==> src/rtl/cr16_control_fsm_if.sv <==
// Control interface between the CR16 instruction controller (master) and
// the RF_ALU datapath (slave): instruction handshake, flags and decoded controls.
interface cr16_control_fsm_if #(
    parameter int WIDTH   = 16,
    parameter int REGBITS = 4
) ();
    logic               instr_valid;
    logic [WIDTH-1:0]   instr;
    logic [7:0]         PSR;
    logic               instr_ready;
    logic               regWrite;
    logic               shiftOrALU;
    logic               alusrca;
    logic               alusrcb;
    logic               shiftType;
    logic [WIDTH-1:0]   shiftDirection;
    logic [REGBITS-1:0] aluControl;
    logic [REGBITS-1:0] regAddress1;
    logic [REGBITS-1:0] regAddress2;
    logic [WIDTH-1:0]   immediate;
    logic               jumpEN;
    logic               jalEN;
    logic               ALUselect;
    logic               pc_en;
    logic               illegal;

    modport master (
        input  instr_valid, instr, PSR,
        output instr_ready, regWrite, shiftOrALU, alusrca, alusrcb, shiftType,
               shiftDirection, aluControl, regAddress1, regAddress2, immediate,
               jumpEN, jalEN, ALUselect, pc_en, illegal
    );

    modport slave (
        output instr_valid, instr, PSR,
        input  instr_ready, regWrite, shiftOrALU, alusrca, alusrcb, shiftType,
               shiftDirection, aluControl, regAddress1, regAddress2, immediate,
               jumpEN, jalEN, ALUselect, pc_en, illegal
    );
endinterface

==> src/rtl/cr16_control_fsm.sv <==
// Multicycle CR16 instruction controller: FETCH -> DECODE -> EXEC -> WB,
// Moore outputs decoded from the latched instruction register.
module cr16_control_fsm #(
    parameter int WIDTH   = 16,
    parameter int REGBITS = 4
) (
    input  logic               clk,
    input  logic               reset,
    cr16_control_fsm_if.master bus
);

    typedef enum logic [1:0] {FETCH, DECODE, EXEC, WB} state_t;

    state_t           state, state_nxt;
    logic [WIDTH-1:0] ir;
    logic             taken;

    logic [3:0] op, ext, rd, rs;
    assign op  = ir[15:12];
    assign rd  = ir[11:8];
    assign ext = ir[7:4];
    assign rs  = ir[3:0];

    logic unused_psr;
    assign unused_psr = ^{bus.PSR[7], bus.PSR[5:1]};

    function automatic logic [WIDTH-1:0] sext8(input logic [7:0] v);
        return {{(WIDTH-8){v[7]}}, v};
    endfunction

    function automatic logic [WIDTH-1:0] sext5(input logic [4:0] v);
        return {{(WIDTH-5){v[4]}}, v};
    endfunction

    function automatic logic cond_met(input logic [3:0] c, input logic [7:0] psr);
        case (c)
            4'b0000: return psr[6];
            4'b0001: return ~psr[6];
            4'b0010: return psr[0];
            4'b0011: return ~psr[0];
            4'b1110: return 1'b1;
            default: return 1'b0;
        endcase
    endfunction

    // Combinational decode of ir; gated onto the bus by state below.
    logic [REGBITS-1:0] dec_alu;
    logic               dec_srca, dec_srcb, dec_sel_alu;
    logic [WIDTH-1:0]   dec_shdir, dec_imm;
    logic               dec_wr, dec_jal, dec_jcond, dec_ill, imm_op;

    always_comb begin
        dec_alu     = '0;
        dec_srca    = 1'b0;
        dec_srcb    = 1'b0;
        dec_sel_alu = 1'b0;
        dec_shdir   = '0;
        dec_imm     = '0;
        dec_wr      = 1'b0;
        dec_jal     = 1'b0;
        dec_jcond   = 1'b0;
        dec_ill     = 1'b0;
        imm_op      = 1'b0;
        case (op)
            4'b0000: begin
                dec_alu     = REGBITS'(ext);
                dec_srca    = 1'b1;
                dec_sel_alu = 1'b1;
                dec_wr      = (ext != 4'b1011);
            end
            4'b0001, 4'b0010, 4'b0011: begin
                dec_imm = {{(WIDTH-8){1'b0}}, ir[7:0]};
                imm_op  = 1'b1;
            end
            4'b0101, 4'b1001, 4'b1011, 4'b1101: begin
                dec_imm = sext8(ir[7:0]);
                imm_op  = 1'b1;
            end
            4'b1111: begin
                dec_imm = {ir[7:0], {(WIDTH-8){1'b0}}};
                imm_op  = 1'b1;
            end
            4'b1000: begin
                if (ext == 4'b0100) begin
                    dec_srca = 1'b1;
                    dec_wr   = 1'b1;
                end else if (ext[3:1] == 3'b000) begin
                    // Odd 5-bit amount encoding: ir[0] doubles as the sign bit.
                    dec_srca  = 1'b1;
                    dec_srcb  = 1'b1;
                    dec_wr    = 1'b1;
                    dec_shdir = sext5({ir[0], rs});
                end else begin
                    dec_ill = 1'b1;
                end
            end
            4'b0100: begin
                if (ext == 4'b1000) begin
                    dec_jal = 1'b1;
                    dec_wr  = 1'b1;
                end else if (ext == 4'b1100) begin
                    dec_jcond = 1'b1;
                end else begin
                    dec_ill = 1'b1;
                end
            end
            default: dec_ill = 1'b1;
        endcase
        if (imm_op) begin
            dec_alu     = REGBITS'(op);
            dec_srca    = 1'b1;
            dec_srcb    = 1'b1;
            dec_sel_alu = 1'b1;
            dec_wr      = (op != 4'b1011);
        end
    end

    always_ff @(posedge clk) begin
        if (reset) begin
            state <= FETCH;
            ir    <= '0;
            taken <= 1'b0;
        end else begin
            state <= state_nxt;
            if (state == FETCH && bus.instr_valid)
                ir <= bus.instr;
            // Branch decision is frozen at the end of EXEC so PSR changes in WB are ignored.
            if (state == EXEC)
                taken <= dec_jcond & cond_met(rd, bus.PSR);
        end
    end

    always_comb begin
        state_nxt          = state;
        bus.instr_ready    = 1'b0;
        bus.regWrite       = 1'b0;
        bus.shiftOrALU     = 1'b0;
        bus.alusrca        = 1'b0;
        bus.alusrcb        = 1'b0;
        bus.shiftType      = 1'b0;
        bus.shiftDirection = '0;
        bus.aluControl     = '0;
        bus.regAddress1    = '0;
        bus.regAddress2    = '0;
        bus.immediate      = '0;
        bus.jumpEN         = 1'b0;
        bus.jalEN          = 1'b0;
        bus.ALUselect      = 1'b0;
        bus.pc_en          = 1'b0;
        bus.illegal        = 1'b0;
        case (state)
            FETCH: begin
                bus.instr_ready = 1'b1;
                if (bus.instr_valid)
                    state_nxt = DECODE;
            end
            default: begin
                bus.regAddress1    = REGBITS'(rd);
                bus.regAddress2    = REGBITS'(rs);
                bus.aluControl     = dec_alu;
                bus.alusrca        = dec_srca;
                bus.alusrcb        = dec_srcb;
                bus.shiftOrALU     = dec_sel_alu;
                bus.shiftDirection = dec_shdir;
                bus.immediate      = dec_imm;
                bus.ALUselect      = dec_jal;
                case (state)
                    DECODE:  state_nxt = EXEC;
                    EXEC:    state_nxt = WB;
                    default: begin
                        state_nxt    = FETCH;
                        bus.regWrite = dec_wr;
                        bus.jumpEN   = dec_jal | (dec_jcond & taken);
                        bus.jalEN    = dec_jal;
                        bus.pc_en    = 1'b1;
                        bus.illegal  = dec_ill;
                    end
                endcase
            end
        endcase
    end

endmodule

==> src/flat_wrapper.sv <==
// flat-port wrapper written by rule: the top's interface ports become plain ports
module cr16_control_fsm_flat 
#(
    parameter int WIDTH   = 16,
    parameter int REGBITS = 4
)
  (clk, reset, bus_instr_valid, bus_instr, bus_PSR, bus_instr_ready, bus_regWrite, bus_shiftOrALU, bus_alusrca, bus_alusrcb, bus_shiftType, bus_shiftDirection, bus_aluControl, bus_regAddress1, bus_regAddress2, bus_immediate, bus_jumpEN, bus_jalEN, bus_ALUselect, bus_pc_en, bus_illegal);
  cr16_control_fsm_if #(.WIDTH(WIDTH), .REGBITS(REGBITS)) bus_i ();
  input  logic clk;
  input  logic reset;
  input wire logic [$bits(bus_i.instr_valid)-1:0] bus_instr_valid;
  input wire logic [$bits(bus_i.instr)-1:0] bus_instr;
  input wire logic [$bits(bus_i.PSR)-1:0] bus_PSR;
  output wire logic [$bits(bus_i.instr_ready)-1:0] bus_instr_ready;
  output wire logic [$bits(bus_i.regWrite)-1:0] bus_regWrite;
  output wire logic [$bits(bus_i.shiftOrALU)-1:0] bus_shiftOrALU;
  output wire logic [$bits(bus_i.alusrca)-1:0] bus_alusrca;
  output wire logic [$bits(bus_i.alusrcb)-1:0] bus_alusrcb;
  output wire logic [$bits(bus_i.shiftType)-1:0] bus_shiftType;
  output wire logic [$bits(bus_i.shiftDirection)-1:0] bus_shiftDirection;
  output wire logic [$bits(bus_i.aluControl)-1:0] bus_aluControl;
  output wire logic [$bits(bus_i.regAddress1)-1:0] bus_regAddress1;
  output wire logic [$bits(bus_i.regAddress2)-1:0] bus_regAddress2;
  output wire logic [$bits(bus_i.immediate)-1:0] bus_immediate;
  output wire logic [$bits(bus_i.jumpEN)-1:0] bus_jumpEN;
  output wire logic [$bits(bus_i.jalEN)-1:0] bus_jalEN;
  output wire logic [$bits(bus_i.ALUselect)-1:0] bus_ALUselect;
  output wire logic [$bits(bus_i.pc_en)-1:0] bus_pc_en;
  output wire logic [$bits(bus_i.illegal)-1:0] bus_illegal;
  assign bus_i.instr_valid = bus_instr_valid;
  assign bus_i.instr = bus_instr;
  assign bus_i.PSR = bus_PSR;
  assign bus_instr_ready = bus_i.instr_ready;
  assign bus_regWrite = bus_i.regWrite;
  assign bus_shiftOrALU = bus_i.shiftOrALU;
  assign bus_alusrca = bus_i.alusrca;
  assign bus_alusrcb = bus_i.alusrcb;
  assign bus_shiftType = bus_i.shiftType;
  assign bus_shiftDirection = bus_i.shiftDirection;
  assign bus_aluControl = bus_i.aluControl;
  assign bus_regAddress1 = bus_i.regAddress1;
  assign bus_regAddress2 = bus_i.regAddress2;
  assign bus_immediate = bus_i.immediate;
  assign bus_jumpEN = bus_i.jumpEN;
  assign bus_jalEN = bus_i.jalEN;
  assign bus_ALUselect = bus_i.ALUselect;
  assign bus_pc_en = bus_i.pc_en;
  assign bus_illegal = bus_i.illegal;
  cr16_control_fsm #(.WIDTH(WIDTH), .REGBITS(REGBITS)) u_core (.clk(clk), .reset(reset), .bus(bus_i));
endmodule
==> config.mk <==
export PLATFORM = sky130hd
export DESIGN_NAME = cr16_control_fsm_flat
export DESIGN_NICKNAME = d
export VERILOG_FILES = /design/src/rtl/cr16_control_fsm_if.sv /design/src/rtl/cr16_control_fsm.sv /design/src/flat_wrapper.sv
export SDC_FILE = /design/constraint.sdc
export NUM_CORES = 1
export LEC_CHECK = 0
export CORE_MARGIN = 1
export CORE_UTILIZATION = 35
export CTS_CLUSTER_SIZE = 28
export DETAILED_ROUTE_END_ITERATION = 12
export HOLD_SLACK_MARGIN = 0.03
export PLACE_DENSITY = 0.81
export SLEW_MARGIN = 5
export SYNTH_ARGS = -nofsm -noshare
export SYNTH_HDL_FRONTEND = slang
export SYNTH_SLANG_ARGS = --single-unit
==> constraint.sdc <==
create_clock -name clk -period 2.13 [get_ports clk]
set_clock_uncertainty 0.15 [all_clocks]
set_input_delay 0.639 -clock clk [delete_from_list [all_inputs] [get_ports clk]]
set_output_delay 0.639 -clock clk [all_outputs]
set_load 0.02 [all_outputs]
==> flow_summary.yaml, run 1 <==
run_status:
  outcome: "finished with violations"
  violations: "setup timing"
timing:
  finalSetupViolCount: 44
  clock.fmax_mhz: 387
  finalWorstSetupSlack_ns: -0.456
  period_share_pct: 121
  whs_ns: 0.347
  setup_tns_ns: -13.60
  period_needed_ns: 2.59
  finalHoldViolations: 0
  rsz0062_at_grt: "true"
  slew_violations: 0
final_layout:
  fin_util_pct: 76.4
  finalNonFillerCells: 378
  nets: 360
  final_layout_size_suffix_gt1_share_pct: 57.6
  area_delta_synth_final_pct: 107
  fillCellCount: 270
  n_antenna_cell: 0
synthesis:
  synth-seq-cells: 19
  mappedNetlistNets: 243
  synth.largest_area_cell: "dfxtp_1"
  synthesis.area_um2: 1490
  synth_cells: 212
  synth_ff_type: "dfxtp_1"
  yosys_warnings: 0
  synth_top_cell_area_share_pct: 25.6
  seq_area_frac_synth_pct: 25.6
  netlist_top_cells_area: "dfxtp_1 (26%), nand2_1 (11%), a21oi_1 (9.8%)"
  synth_edf_count: 0
  syn_area_per_cell_um2: 7.02
  ys_async_sr_fraction_pct: 0
  ys_types: 43
drt:
  via_per_inst: 5.20
  drcViolationCount: 0
  via_count: 1964
  ant_nets: 0
  drt-pass1-iter-count: 4
  first_iter_violations: 206
  wirelength_mm: 6.31
  wl_per_cell_um: 16.7
clock_network:
  cts.sinks: 19
  cts_tree: "built"
  cts-hold-fix-buffers: 0
  worstSkewPairLatency_ns: 0.25
  cts_buffer_depth: 2
  clockRootBuffer: "clkbuf_8"
  cts.htree.levels: 1
  cts.clk_slew.worst_paths_ns: 0.07
  numCtsBuffers: 3
placement:
  place_congestion: 0.866
  portBuffers: 74
  dp_cells: 350
  dp_slack_ns: -0.595
  dp.final_hpwl_mm: 3.50
worst_setup_path:
  critical_path_required_ns: 1.34
  crit_fanout: 8
  critical_path_class: "reg -> out"
  cp.arrival_ns: 1.80
  start_kind: "flop"
  critPathCaptureType: "output port"
hold_path:
  hold_class: "reg -> reg"
flow_run:
  drv_cap: 0
global_route:
  overflow: 0
  grt_first_pass_wirelength_mm: 8.67
  grt_max_degree: 17
  grt_pass1_vias: 1806
  global_route.usage.total_pct: 25.8
  antenna_found_initial: 0
die:
  core_area_um2: 4030
  die_h_um: 67.2
  die_x_um: 67.2
  rows: 23
  start_util_pct: 36.9
  die_area_um2: 4520
  io_pins: 82
power:
  powerDensity_nw_per_um2: 905
  static-leakage-power_nw: 1.32
  ir_worst_vdd_v: 0.000675
flip-flops by register name, summed over array words and instances, names as in the netlist:
register,flops
u_core.state,2
u_core.ir,16
u_core.taken,1
metal layers:
metal	track usage, %	part of all wire, %
met4	15.2	3.2
met3	3.38	5.9
met2	43.1	51
met1	31.3	40
met5	0	0
cell families after synthesis:
logic type | Yosys count | synth area share (%)
AND/OR/NAND/NOR | 105 | 36.9
AO/OA/AOI/OAI | 46 | 18.7
buffers and inverters | 33 | 12.7
flip-flops | 19 | 25.6
adder cells (fa/ha/maj) | 4 | 3.36
XOR/XNOR | 2 | 1.18
multiplexers | 2 | 1.35
other | 1 | 0.252
synth_stat cells, types with 2 or more instances:
cell and number:
clkbuf_1 8, nand2_1 43, xor2_1 2, nand4b_1 3, mux2i_1 2, nor2b_1 13
and2_1 13, nor3b_1 2, a21oi_1 29, dfxtp_1 19, nand2b_1 3, inv_1 5
o21ai_0 5, buf_2 3, ha_1 4, nor2_1 16, buf_4 16
final cells by class:
type / count / area (um^2) / area share, %
Multi-Input combinational cell: 161 / 1210 / 39.3
Clock buffer: 4 / 45.0 / 1.46
Timing Repair Buffer: 139 / 1340 / 43.6
Tap cell: 50 / 62.6 / 2.03
Sequential cell: 19 / 399 / 13.0
Inverter: 5 / 18.8 / 0.610
placed cells by master (no fill, tap or decap), types with 3 or more instances in the layout:
cell type	count
buf_6	59
buf_4	49
nand2_1	43
a21oi_1	20
clkdlybuf4s50_1	20
and2_4	14
dfxtp_1	10
nor2_1	9
nor2b_1	8
a21oi_2	6
dfxtp_2	6
buf_2	5
nor2b_2	4
nor2_4	4
nor2_2	3
nand4b_1	3
a21oi_4	3
inv_2	3
ha_1	3
clkbuf_8	3
dfxtp_4	3
critical path, stage by stage (launching register included):
cell      delay [ns]
dfxtp_4         0.40
and2b_2         0.25
buf_6           0.13
o211ai_1        0.22
buf_4           0.23
buf_6           0.12
a21oi_4         0.05
buf_6           0.13
power by group:
part | leakage, nW | internal (mW) | switching, mW | total, mW
Sequential | 0.160 | 0.445 | 0.0945 | 0.540
Clock | 0.0228 | 0.133 | 0.113 | 0.246
Combinational | 1.13 | 0.977 | 1.02 | 2.00
Total | 1.32 | 1.56 | 1.23 | 2.79
final timing paths:
| path | startpoint | end | slack, ns | cells after the start |
|---|---|---|---|---|
| min | u_core.ir[8]$_SDFFE_PP0P_ | u_core.ir[8]$_SDFFE_PP0P_ | 0.35 | 2 |
| max | u_core.ir[13]$_SDFFE_PP0P_ | bus_immediate[11] | -0.46 | 7 |
| min reg2reg | u_core.ir[8]$_SDFFE_PP0P_ | u_core.ir[8]$_SDFFE_PP0P_ | 0.35 | 2 |
| max reg2reg | u_core.state[1]$_SDFFE_PP0P_ | u_core.ir[7]$_SDFFE_PP0P_ | 0.48 | 6 |
metrics by stage:
stage | area, um^2 | total power [mW]
after global placement | 2520 | 2.12
after global routing | 3080 | 2.96
after CTS | 2890 | 2.64
final | 3080 | 2.79
after floorplan | 1580 | 1.45
after detailed placement | 2520 | 2.17
what timing repair did:
item	CTS	global route
pin swaps	17	16
endpoints found under the setup margin	54	48
buffers inserted	15	13
gates resized for setup	362	35
cloned	1	0
(Power assumes the default switching activity.)
==> run 2, diff against run 1 <==
--- a/config.mk
+++ b/config.mk
@@ -9,6 +9,7 @@
 export CORE_UTILIZATION = 35
 export CTS_CLUSTER_SIZE = 28
 export DETAILED_ROUTE_END_ITERATION = 12
+export GPL_TIMING_DRIVEN = 0
 export HOLD_SLACK_MARGIN = 0.03
 export PLACE_DENSITY = 0.81
 export SLEW_MARGIN = 5
==> run 2 against run 1 <==
  * The run still ends with setup timing left
  * Wire length rose by 16%
  * Sequential power rose by 5.2%
  * Clock-buffer cell count did not move
  * Critical path type unchanged
  * Largest cell class unchanged
  * Largest power group unchanged
==> flow_summary.yaml, run 2 (synthesis gave the netlist of run 1 again) <==
final_layout:
  area_delta_synth_final_pct: 119
  largestRegisters: "u_core.ir x16, u_core.state x2, u_core.taken x1"
  nets: 369
  finalInstanceArea_um2: 3260
  layout_commonest_cell: "buf_6"
  final_layout_size_suffix_gt1_share_pct: 58.5
  final_cell_mix: "buf_6 (71), buf_4 (46), nand2_1 (40)"
  finalNonFillerCells: 387
  largest_reg_flops: 16
  n_antenna_cell: 0
  regMostFlops: "u_core.ir"
placement:
  placed_area_um2: 2390
  dp_cells: 336
  portBuffers: 74
  place_congestion: 0.819
  dp_slack_ns: -0.775
  dp.final_hpwl_mm: 3.33
clock_network:
  cts.sinks: 19
  worstSkewPairLatency_ns: 0.26
  cts-hold-fix-buffers: 0
  cts_tree: "built"
  cts.htree.levels: 1
  clockRootBuffer: "clkbuf_8"
  cts.clk_slew.worst_paths_ns: 0.07
  cts_buffer_depth: 2
  numCtsBuffers: 3
worst_setup_path:
  max_stage_delay_ns: 0.39
  critical_path_class: "reg -> out"
  crit_fanout: 6
  endpoint: "bus_shiftDirection[9]"
  ff2ff_setup_slack_ns: 0.15
  reg2reg_depth: 8
  cp-startpoint: "u_core.ir[15]$_SDFFE_PP0P_"
  critical_path_required_ns: 1.34
  critPathCaptureType: "output port"
  cp_slowest_cell: "dfxtp_4"
  crit_family: "simple AND/OR/NAND/NOR gates"
  start_kind: "flop"
  cp.arrival_ns: 1.90
  crit_chain: "buf_6 -> nor2b_4 -> nand4b_1 -> nor2_2 -> and2_4 -> buf_6 -> buf_6 -> buf_6"
  cp.depth: 8
  critPathBufInv: 4
  cp_common_cell: "buf_6"
  r2r-end: "u_core.ir[12]$_SDFFE_PP0P_"
  r2r-start: "u_core.state[0]$_SDFFE_PP0P_"
power:
  switching_power_mw: 1.47
  static-leakage-power_nw: 1.39
  swShare_pct: 43.8
  powerDensity_nw_per_um2: 1030
  ir_worst_vdd_v: 0.000645
  pwr-share-clk_pct: 7.5
  pwr-share-comb_pct: 75.6
  p_int_mw: 1.89
  seqPwrFrac_pct: 16.9
drt:
  via_per_inst: 5.39
  ant_nets: 0
  first_iter_violations: 178
  via_count: 2086
  wirelength_mm: 7.29
  wl_per_cell_um: 18.8
  drt-pass1-iter-count: 4
  drcViolationCount: 0
global_route:
  grt_first_pass_wirelength_mm: 9.03
  grt_pass1_vias: 1864
  grt_max_degree: 11
  global_route.usage.total_pct: 26.7
  antenna_found_initial: 0
  overflow: 0
timing:
  finalHoldViolations: 0
  finalWorstSetupSlack_ns: -0.559
  rsz0062_at_grt: "true"
  clock.fmax_mhz: 372
  period_share_pct: 126
  finalSetupViolCount: 51
  period_needed_ns: 2.69
  slew_violations: 0
run_status:
  violations: "setup timing"
  outcome: "finished with violations"
die:
  rows: 23
  io_pins: 82
  die_x_um: 67.2
  die_h_um: 67.2
  die_area_um2: 4520
  core_area_um2: 4030
  start_util_pct: 36.9
flow_run:
  drv_cap: 0
hold_path:
  hold_class: "reg -> reg"
run 2: layout make-up:
type                            instances  area [um^2]
Buffer                                 25          259
Inverter                                5         21.3
Tap cell                               50         62.6
Fill cell                             229          769
Multi-Input combinational cell        161         1250
Timing Repair Buffer                  123         1210
Sequential cell                        19          407
Clock buffer                            4         45.0
run 2: worst min path at each step:
| stage | from | end | cells past startpoint |
|---|---|---|---|
| 2_1_floorplan | u_core.ir[11]$_SDFFE_PP0P_ | u_core.ir[11]$_SDFFE_PP0P_ | 2 |
| 3_5_place_dp | u_core.ir[11]$_SDFFE_PP0P_ | u_core.ir[11]$_SDFFE_PP0P_ | 2 |
| 6_report | u_core.ir[11]$_SDFFE_PP0P_ | u_core.ir[11]$_SDFFE_PP0P_ | 2 |
| 4_1_cts | u_core.ir[11]$_SDFFE_PP0P_ | u_core.ir[11]$_SDFFE_PP0P_ | 2 |
| 3_3_place_gp | u_core.ir[11]$_SDFFE_PP0P_ | u_core.ir[11]$_SDFFE_PP0P_ | 2 |
| 5_1_grt | u_core.ir[11]$_SDFFE_PP0P_ | u_core.ir[11]$_SDFFE_PP0P_ | 2 |
run 2: repair_timing:
| item | 4_1_cts | 5_1_grt |
|---|---|---|
| gates resized for setup | 364 | 71 |
| setup buffers | 29 | 22 |
| hold endpoints to repair | 0 | 0 |
| gates cloned | 1 | 1 |
| endpoints found under the setup margin | 54 | 54 |
| pin swaps | 14 | 21 |
run 2: metal layers:
layer | share of wire, % | vias up | track usage (%)
met5 | 0 | - | 0
met4 | 4.4 | 0 | 12.0
met3 | 5.8 | 33 | 3.04
met2 | 51 | 114 | 48.0
met1 | 39 | 995 | 31.6
li1 | - | 944 | -
run 2: power groups by stage:
stage / clock, mW / combinational [mW] / sequential (mW)
after floorplan: 0 / 0.941 / 0.506
after global placement: 0 / 1.37 / 0.529
after detailed placement: 0 / 1.39 / 0.531
after CTS: 0.256 / 1.82 / 0.543
after global routing: 0.273 / 2.65 / 0.575
final: 0.251 / 2.54 / 0.568
run 2: stage by stage:
stage	setup TNS, ns	total power, mW	hold WS, ns	utilization [%]
6_report	-17.64	3.36	0.349	80.9
5_1_grt	-20.16	3.49	0.364	80.9
4_1_cts	-10.15	2.62	0.344	71.0
3_5_place_dp	-31.00	1.92	0.328	59.3
3_3_place_gp	-29.73	1.89	0.318	59.3
2_1_floorplan	-0.952	1.45	0.308	-
run 2: worst reg2reg max path: cells and delay by family, from the launching register on:
| kind | cells | cell delay [ns] |
|---|---|---|
| and+or+nand+nor | 2 | 0.33 |
| DFF | 1 | 0.36 |
| AOI/OAI and AO/OA | 1 | 0.19 |
| adders and majority gates | 1 | 0.17 |
| buffers and inverters | 4 | 0.70 |
==> run 3, diff against run 2 <==
--- a/config.mk
+++ b/config.mk
@@ -7,7 +7,7 @@
 export LEC_CHECK = 0
 export CORE_MARGIN = 1
 export CORE_UTILIZATION = 35
-export CTS_CLUSTER_SIZE = 28
+export CTS_CLUSTER_SIZE = 24
 export DETAILED_ROUTE_END_ITERATION = 12
 export GPL_TIMING_DRIVEN = 0
 export HOLD_SLACK_MARGIN = 0.03
==> results of run 3 <==
Final layout, timing and power as in run 2 (identical DEF).
